## config.mk

```make
export PLATFORM = sky130hd
export DESIGN_NAME = reg_file_mp
export DESIGN_NICKNAME = d
export VERILOG_FILES = /design/src/rtl/reg_file_mp.sv
export SDC_FILE = /design/constraint.sdc
export NUM_CORES = 1
export LEC_CHECK = 0
export ABC_AREA = 1
export CAP_MARGIN = 20
export CORE_MARGIN = 4
export CORE_UTILIZATION = 30
export DETAILED_ROUTE_END_ITERATION = 6
export GPL_TIMING_DRIVEN = 1
export PLACE_DENSITY = 0.57
export SKIP_LAST_GASP = 1
export SYNTH_ARGS = -nofsm -noshare
export SYNTH_HDL_FRONTEND = slang
export SYNTH_SLANG_ARGS = --single-unit
```

## constraint.sdc

```tcl
create_clock -name clk -period 1.5 [get_ports clk]
set_input_delay 0.3 -clock clk [delete_from_list [all_inputs] [get_ports clk]]
set_output_delay 0.3 -clock clk [all_outputs]
set_load 0.01 [all_outputs]
```

## src/rtl/reg_file_mp.sv

```systemverilog
// reg_file_mp: 1W/2R register file with registered reads and a DEPTH-cycle clear sweep.
// Define REG_BYPASS_EN for write-first reads on a same-edge address match; default is read-first.
module reg_file_mp #(
  parameter int DATA_W = 8,
  parameter int ADDR_W = 2
) (
  input  logic              clk,
  input  logic              rst,
  input  logic [ADDR_W-1:0] DIR_A,
  input  logic [ADDR_W-1:0] DIR_B,
  input  logic [ADDR_W-1:0] DIR_WR,
  input  logic [DATA_W-1:0] DI,
  input  logic              WE,
  input  logic              RE,
  input  logic              CLR,
  output logic [DATA_W-1:0] DOA,
  output logic [DATA_W-1:0] DOB,
  output logic              BUSY
);
  localparam int DEPTH = 2 ** ADDR_W;
  typedef enum logic {IDLE, CLEAR} state_t;
  state_t state_q, state_d;
  logic [ADDR_W-1:0] cnt_q, cnt_d;
  logic [DATA_W-1:0] mem_q [DEPTH];
  logic [DATA_W-1:0] mem_d [DEPTH];
  logic [DATA_W-1:0] doa_q, doa_d, dob_q, dob_d;
  logic busy_q, busy_d;
  logic wr;
  assign wr = (state_q == IDLE) && !CLR && WE;
  always_comb begin
    state_d = state_q;
    cnt_d = cnt_q;
    mem_d = mem_q;
    busy_d = busy_q;
    if (state_q == IDLE && CLR) begin
      state_d = CLEAR;
      cnt_d = '0;
      busy_d = 1'b1;
    end else if (state_q == CLEAR) begin
      mem_d[cnt_q] = '0;
      cnt_d = cnt_q + 1'b1;
      state_d = &cnt_q ? IDLE : CLEAR;
      busy_d = !(&cnt_q);
    end else if (wr) begin
      mem_d[DIR_WR] = DI;
    end
`ifdef REG_BYPASS_EN
    doa_d = RE ? ((wr && DIR_A == DIR_WR) ? DI : mem_q[DIR_A]) : doa_q;
    dob_d = RE ? ((wr && DIR_B == DIR_WR) ? DI : mem_q[DIR_B]) : dob_q;
`else
    doa_d = RE ? mem_q[DIR_A] : doa_q;
    dob_d = RE ? mem_q[DIR_B] : dob_q;
`endif
  end
  always_ff @(posedge clk) begin
    if (rst) begin
      state_q <= IDLE;
      cnt_q <= '0;
      mem_q <= '{default: '0};
      doa_q <= '0;
      dob_q <= '0;
      busy_q <= 1'b0;
    end else begin
      state_q <= state_d;
      cnt_q <= cnt_d;
      mem_q <= mem_d;
      doa_q <= doa_d;
      dob_q <= dob_d;
      busy_q <= busy_d;
    end
  end
  assign DOA = doa_q;
  assign DOB = dob_q;
  assign BUSY = busy_q;
endmodule
```

; ---- Yosys cells after proc, flatten, opt, wreduce, memory -nomap -nowiden
; Cells that the tools add are included.
[word_totals]
register_bits = 52
out_inout_bits = 17
[classes]
addsub = 1
order_cmp = 6
muxes = 18
bitwise = 8
reduce_logical = 12
[ops]
columns = cell, count
row1 = 32-bit two-way mux, 2
row2 = 8-bit two-way mux, 6
row3 = 32-bit bitwise AND, 1
row4 = 8-bit binary-select mux with 2-bit select, 2
row5 = 32-bit bitwise mux, 1
row6 = 8-bit demux with 2-bit select, 2
row7 = 32-bit inverter, 1
row8 = 3-bit greater-or-equal comparator (second input constant), 4
row9 = 2-bit inverter with 3-bit output, 4
row10 = 3-bit by 1-bit less-than comparator with 1-bit output (second input constant), 2
row11 = 1-bit logical AND, 5
row12 = 1-bit two-way mux, 5
row13 = 2-bit AND reduction, 2
row14 = 2-bit nonzero test, 2
row15 = 2-bit by 1-bit adder with 2-bit output (second input constant), 1
row16 = 1-bit logical NOT, 2
row17 = 1-bit inverter, 2
row18 = 2-bit OR reduction, 1

; ---- Depth between registers and ports, before layout
; Gate-level depths: netlist (run 1).
[logic_depth]
ltp_word = 8
depth_mapped = 7

; ---- Worst setup path after synthesis (run 1)
; OpenSTA, ideal clock, no wires.
[synth_timing]
path_type = input-to-reg
startpoint = input port DIR_A[0]
endpoint = register doa_q[6], in the netlist DOA[6]
arrival_ns = 0.985
required_time_ns = 1.391
slack_ns = 0.406
stages = 7
path_cell_list = clkbuf_1 -> buf_2 -> nand2_1 -> o211ai_1 -> nand3_1 -> nand2_1 -> inv_1
[synth_via]
elab_chain_len = 4
[synth_lines]
columns = element, line
row1 = start: declaration, 9  ; input logic [ADDR_W-1:0] DIR_A,
row2 = 2-bit inverter with 3-bit output (implied by the code), 51  ; doa_d = RE ? mem_q[DIR_A] : doa_q;
row3 = 8-bit binary-select mux with 2-bit select, 51
row4 = 8-bit two-way mux (implied by the code) (2 in a row), 51
row5 = end signal: assignment, 67  ; doa_q <= doa_d;
row6 = end: declaration, 26  ; logic [DATA_W-1:0] doa_q, doa_d, dob_q, dob_d;
; No other way between the ends. The select of a mux whose other input is x is not followed.
; A chain may end at the register's enable or synchronous reset.

; ---- Worst setup path in the final report (run 1)
[layout_timing]
startpoint = input port DIR_WR[0]
endpoint = register mem_q[19] (netlist bit)
[layout_via]
elab_chain_len = 8
elab_cells_between_ends = 9
classes_between = 2 x order compare / 5 x mux / 1 x bitwise / 1 x reduce/logical
[layout_lines]
columns = element, line
row1 = start: declaration, 11  ; input logic [ADDR_W-1:0] DIR_WR,
row2 = 2-bit inverter with 3-bit output (implied by the code) *, 45  ; mem_d[DIR_WR] = DI;
row3 = 3-bit greater-or-equal comparator (implied by the code) or 3-bit by 1-bit less-than comparator with 1-bit output (tied branches), 45
row4 = 1-bit logical AND (implied by the code), 45
row5 = 8-bit two-way mux (implied by the code), 45
row6 = 8-bit demux with 2-bit select *, 45
row7 = 32-bit bitwise mux *, 45
row8 = 32-bit two-way mux *, 44  ; end else if (wr) begin
row9 = 32-bit two-way mux *, 39  ; end else if (state_q == CLEAR) begin
row10 = end signal: assignment, 66  ; mem_q <= mem_d;
row11 = end: declaration, 24  ; logic [DATA_W-1:0] mem_q [DEPTH];
; Every way passes the cells marked *; elsewhere a longest branch is shown, timed or not. The select of a mux whose other input is x is not followed.

==> flow_summary.yaml, run 1 <==
global_routing:
  overflow: 0
  grt_usage_pct: 14.73
  grt_first_pass_wirelength_um: 12170
  grt_max_degree: 36
  antenna_found_initial: 0
  grt_pass1_vias: 2449
cts:
  clockBufferDepth: 2
  clk_latency_ns: 0.30
  root_buffer: "clkbuf_8"
  ctsHtreeMaxLevel: 2
  tritoncts: "yes"
  clkTransAtPathRegs_ns: 0.09
  cts.sinks: 52
  cts_buffers: 5
  post-cts-setup-buffers: 0
placement:
  io_buffers: 35
  dp.cells: 536
  globalplace.congestion: 0.8392
  place_ws_ns: -0.1711
  dp_hpwl_um: 5371
finish:
  fin_util_pct: 38.83
  drive_above_1_share_pct: 7.816
  syn_to_final_growth_pct: 26.79
  multi_input_area_mm2: 0.001318
  final_nets: 458
  stdcell_count: 543
  fillCellCount: 941
  seq_area_mm2: 0.001041
  n_antenna_cell: 0
power_and_ir_drop:
  power_mw: 2.812
  switching_share_pct: 26.66
  internal_power_mw: 2.062
  ir_drop_v: 0.0003378
  p_sw_mw: 0.7497
  p_per_area_mw_per_mm2: 834.6
  p_leak_nw: 1.602
  combPwrFrac_pct: 17.7
  p_seq_share_pct: 51.9
  p_clk_share_pct: 30.4
worst_setup_path:
  max_stage_delay_ns: 0.57
  critPathMaxFanout: 8
  worst_ep_required_time_ns: 1.69
  cpMaxStageDelayCell: "clkdlybuf4s50_1"
  arrival_ns: 1.52
  start_kind: "primary input"
  cp-end-kind: "flip-flop"
  cpMostUsedCell: "nand3_1"
  crit_type: "primary input to flip-flop"
  cp_cell_sequence: "clkdlybuf4s50_1, inv_1, nor2_4, nand3_1, nand3_1, a21oi_1"
logic_synthesis:
  syn_inst: 393
  ys_ff_latch: 52
  synth_warnings: 0
  mappedNetlistArea_mm2: 0.002658
  ys_types: 20
  avgSynthCellArea_um2: 6.762
  synthesis.nets: 416
  ys_seq_area_share_pct: 39.17
timing:
  tightest_slew_ns: 0.3222
  maxSlewHeadroom_pct: 78.47
  period_share_pct: 88.50
  setup_viol_count_final: 0
  max_freq_ghz: 0.7533
  setup_tns_ns: 0
  min_period_ns: 1.328
  slew_viol_final: 0
  fin_ws_ns: 0.1724
  hold_viol: 0
  rsz0062_at_grt: "no"
  finClkSkew_ns: 0.006036
die:
  pin_count: 36
  die_area_mm2: 0.01043
  rows: 34
  die_h_um: 102.1
  die_x_um: 102.1
  coreArea_mm2: 0.008678
  initial_core_util_pct: 30.62
drt:
  wl_um: 7216
  routed_via_density: 4.843
  first_iter_violations: 181
  drc_errors: 0
  ant_nets: 0
  wl_per_cell_um: 13.29
  dr.pass1.iters: 5
  vias: 2630
worst_hold_path:
  hp-class: "flip-flop to flip-flop"
status:
  outcome: "complete, no violations"
job:
  cap_violations: 0
cell usage after synthesis:
master	count	share of area [%]
a21o_1	1	0.28
a21oi_1	34	6.4
buf_2	4	0.75
buf_6	3	1.3
clkbuf_1	13	1.8
clkinv_1	1	0.14
clkinv_2	1	0.19
dfxtp_1	52	39
ha_1	4	1.9
inv_1	50	7.1
nand2_1	77	11
nand2_2	2	0.47
nand3_1	96	18
nor2_1	33	4.7
nor2_2	1	0.24
nor2_4	2	0.85
nor2_8	1	0.75
nor3b_1	1	0.28
o211ai_1	16	4.5
o21bai_1	1	0.28
layout make-up:
class / count / area share (%)
clock buffer: 7 / 2.859
inverter: 52 / 5.830
multi-input combinational: 269 / 39.10
sequential: 52 / 30.89
tap: 108 / 4.010
timing repair buffer: 55 / 17.30
flip-flops by register name, indices dropped and copies added (netlist names):
| register | count |
|---|---|
| mem_q | 32 |
| DOA | 8 |
| state_q | 1 |
| DOB | 8 |
| BUSY | 1 |
| cnt_q | 2 |
metrics by stage:
step                      area, um2  hold WS, ns
final                          3369       0.4591
after global routing           3369       0.4966
after CTS                      3342       0.4700
after detailed placement       3253       0.4557
after global placement         3253       0.4490
after floorplan                2658       0.4598
power groups by stage:
stage          sequential (mW)  clock [mW]  combinational, mW
3_5_place_dp              1.50           0              0.510
6_report                  1.46       0.855              0.496
3_3_place_gp              1.49           0              0.506
5_1_grt                   1.47       0.956              0.556
4_1_cts                   1.46       0.899              0.505
2_1_floorplan             1.50           0              0.267
cells in the final DEF, fill, tap and decap left out, drive strengths merged:
cell	netlist	routed
o21bai	1	1
a21o	1	1
nor2	37	37
nand3	96	96
clkinv	2	2
nor3b	1	1
o211ai	16	16
a21oi	34	34
clkbuf	13	7
dlygate4sd2	0	6
dlymetal6s2s	0	11
dfxtp	52	52
ha	4	4
inv	50	50
clkdlybuf4s50	0	18
nand2	79	79
buf	7	20
kinds of logic after synthesis:
kind of cell	count (synthesis)	synth area share (%)
flops	52	39.17
compound gates	52	11.49
fa+ha+maj	4	1.883
simple gates	213	36.21
buf+inv	72	11.25
worst max-delay path: cells and delay by family:
family / cells / cell delay (ns)
AOI/OAI and AO/OA: 1 / 0.07
buffers and inverters: 2 / 0.67
and+or+nand+nor: 3 / 0.47
timing repair:
item | CTS | global route
hold buffers | 0 | 0
resized for setup | 6 | 11
setup endpoints to repair | 6 | 11
routing by layer:
metal	share of wire (%)	up-vias	global-route usage, %	routed length [um]
met5	0	-	0	0
met4	1.1	0	4.036	81
met3	6.2	6	2.526	448
met2	43	78	22.54	3137
met1	49	1179	21.37	3548
li1	-	1367	-	-
final timing paths:
| check | startpoint | endpoint | slack [ns] | depth (start not counted) |
|---|---|---|---|---|
| max | DIR_WR[0] | mem_q[19]$_SDFFE_PP0P_ | 0.17 | 6 |
| min | BUSY$_SDFFE_PP0P_ | BUSY$_SDFFE_PP0P_ | 0.46 | 2 |
| max reg2reg | cnt_q[0]$_SDFFE_PP0P_ | mem_q[30]$_SDFFE_PP0P_ | 0.25 | 5 |
| min reg2reg | BUSY$_SDFFE_PP0P_ | BUSY$_SDFFE_PP0P_ | 0.46 | 2 |
Power figures use the tool's default switching activity.
==> run 2, diff against run 1 <==
- CELL_PAD_IN_SITES_DETAIL_PLACEMENT: not set -> 0
- CELL_PAD_IN_SITES_GLOBAL_PLACEMENT: not set -> 1
- CORE_MARGIN: 4 -> not set
- CTS_BUF_LIST: not set -> sky130_fd_sc_hd__clkbuf_4
- PLACE_DENSITY: 0.57 -> 0.72
==> flow_summary.yaml, run 2 (synthesis results as in run 1) <==
die:
  coreArea_mm2: 0.008382
  die_x_um: 96.12
  rows: 33
  initial_core_util_pct: 31.71
  die_area_mm2: 0.009239
  die_h_um: 96.12
  pin_count: 36
timing:
  setup_tns_ns: 0
  fin_ws_ns: 0.1717
  min_period_ns: 1.328
  hold_viol: 0
  maxSlewHeadroom_pct: 72.25
  finClkSkew_ns: 0.005586
  period_share_pct: 88.55
  rsz0062_at_grt: "no"
  max_freq_ghz: 0.7529
  slew_viol_final: 0
  holdWs_ns: 0.4756
  tightest_slew_ns: 0.4157
  setup_viol_count_final: 0
worst_setup_path:
  path_depth: 1
  start_kind: "flip-flop"
  max_stage_delay_ns: 0.36
  cp-end-kind: "output port"
  crit_type: "flip-flop to output port"
  cp_cell_sequence: "dlygate4sd2_1"
  cp_top_family: "flip-flops"
  cpMaxStageDelayCell: "dfxtp_2"
  arrival_ns: 1.03
  cp.buffers_inverters: 1
  ff2ff_path_depth: 5
  worst_ep_required_time_ns: 1.20
  critPathMaxFanout: 2
drt:
  first_iter_violations: 145
  wl_per_cell_um: 13.84
  top_layer_used: "met4"
  wl_um: 7473
  route.met3.wl_um: 395
  ant_nets: 0
  drc_errors: 0
  dr.pass1.iters: 4
  vias: 2613
  routed_via_density: 4.839
  met2_length_um: 3153
  wl_met1_um: 3870
finish:
  final_common_cell: "nand3_1"
  n_antenna_cell: 0
  multi_input_area_mm2: 0.001318
  syn_to_final_growth_pct: 24.43
  fillCellCount: 895
  final_nets: 457
  drive_above_1_share_pct: 8.966
  final_area_mm2: 0.003307
  seq_area_mm2: 0.001047
  final_cell_mix: "nand3_1, nand2_1, inv_1"
  largest-register: "mem_q"
  stdcell_count: 540
  largest_reg_flops: 32
power_and_ir_drop:
  p_per_area_mw_per_mm2: 809.1
  ir_drop_v: 0.0002784
  p_leak_nw: 1.475
job:
  cap_violations: 0
cts:
  root_buffer: "clkbuf_4"
  hold_buffers: 0
  ctsHtreeMaxLevel: 2
  clockBufferDepth: 2
  tritoncts: "yes"
  cts.sinks: 52
  clk_latency_ns: 0.40
  cts_buffers: 5
  clkTransAtPathRegs_ns: 0.17
worst_hold_path:
  hold_depth: 2
  hp-class: "flip-flop to flip-flop"
placement:
  placed_area_mm2: 0.003254
  dp_hpwl_um: 5475
  place_ws_ns: -0.1727
  io_buffers: 35
  globalplace.congestion: 0.8244
  dp.cells: 532
global_routing:
  grt_max_degree: 33
  grt_usage_pct: 17.96
  grt_first_pass_wirelength_um: 12650
  antenna_found_initial: 0
  grt_pass1_vias: 2454
  overflow: 0
status:
  outcome: "complete, no violations"
[run 2: changes by cell type in the layout (fill, tap and decap cells not counted), sizes merged]
cell          before  now
dlymetal6s2s      11    1
clkbuf             7    5
buf               20   19
inv               50   52
dlygate4sd2        6   16
clkinv             2    3
[run 2: timing repair]
| item | CTS | global route |
|---|---|---|
| setup buffers | 0 | 0 |
| gates resized for setup | 21 | 1 |
| endpoints found under the setup margin | 17 | 1 |
| pin swaps | 0 | 0 |
[run 2: layer usage]
layer / vias up / track usage [%]
met4: 0 / 2.985
met5: - / 0
li1: 1368 / -
met2: 70 / 27.90
met1: 1170 / 25.62
met3: 5 / 3.870
[run 2: metrics by stage]
step                      power (mW)  utilization (%)
final                          2.676            39.45
after global routing           2.838            39.45
after CTS                      2.700            39.42
after floorplan                1.768                -
after detailed placement       2.012            38.83
after global placement         2.006            38.83
[run 2: path summary, 6_finish.rpt]
kind	startpoint	end	slack, ns
setup / recovery	DOA[6]$_SDFFE_PP0P_	DOA[6]	0.17
hold / removal	BUSY$_SDFFE_PP0P_	BUSY$_SDFFE_PP0P_	0.48
setup reg to reg	cnt_q[0]$_SDFFE_PP0P_	mem_q[25]$_SDFFE_PP0P_	0.19
hold reg to reg	BUSY$_SDFFE_PP0P_	BUSY$_SDFFE_PP0P_	0.48
[run 2: report_power, final]
group          leakage [nW]  internal, mW  switching [mW]
registers             0.426          1.43          0.0329
logic                  1.01         0.214           0.279
clock network        0.0362         0.199           0.516
total                  1.47          1.85           0.828
[run 2: final cells by class]
class	instances	share of cell area, %
inverters	52	5.940
well taps	105	3.973
clock inverters	3	0.7946
repair buffers	54	16.65
multi-input cells	269	39.84
flip-flops and latches	52	31.67
clock buffers	5	1.135
==> run 3, diff against run 2 <==
- CTS_CLUSTER_DIAMETER: not set -> 60
==> results of run 3 <==
Same layout as run 2: the final DEF is identical, and so are final timing and power.
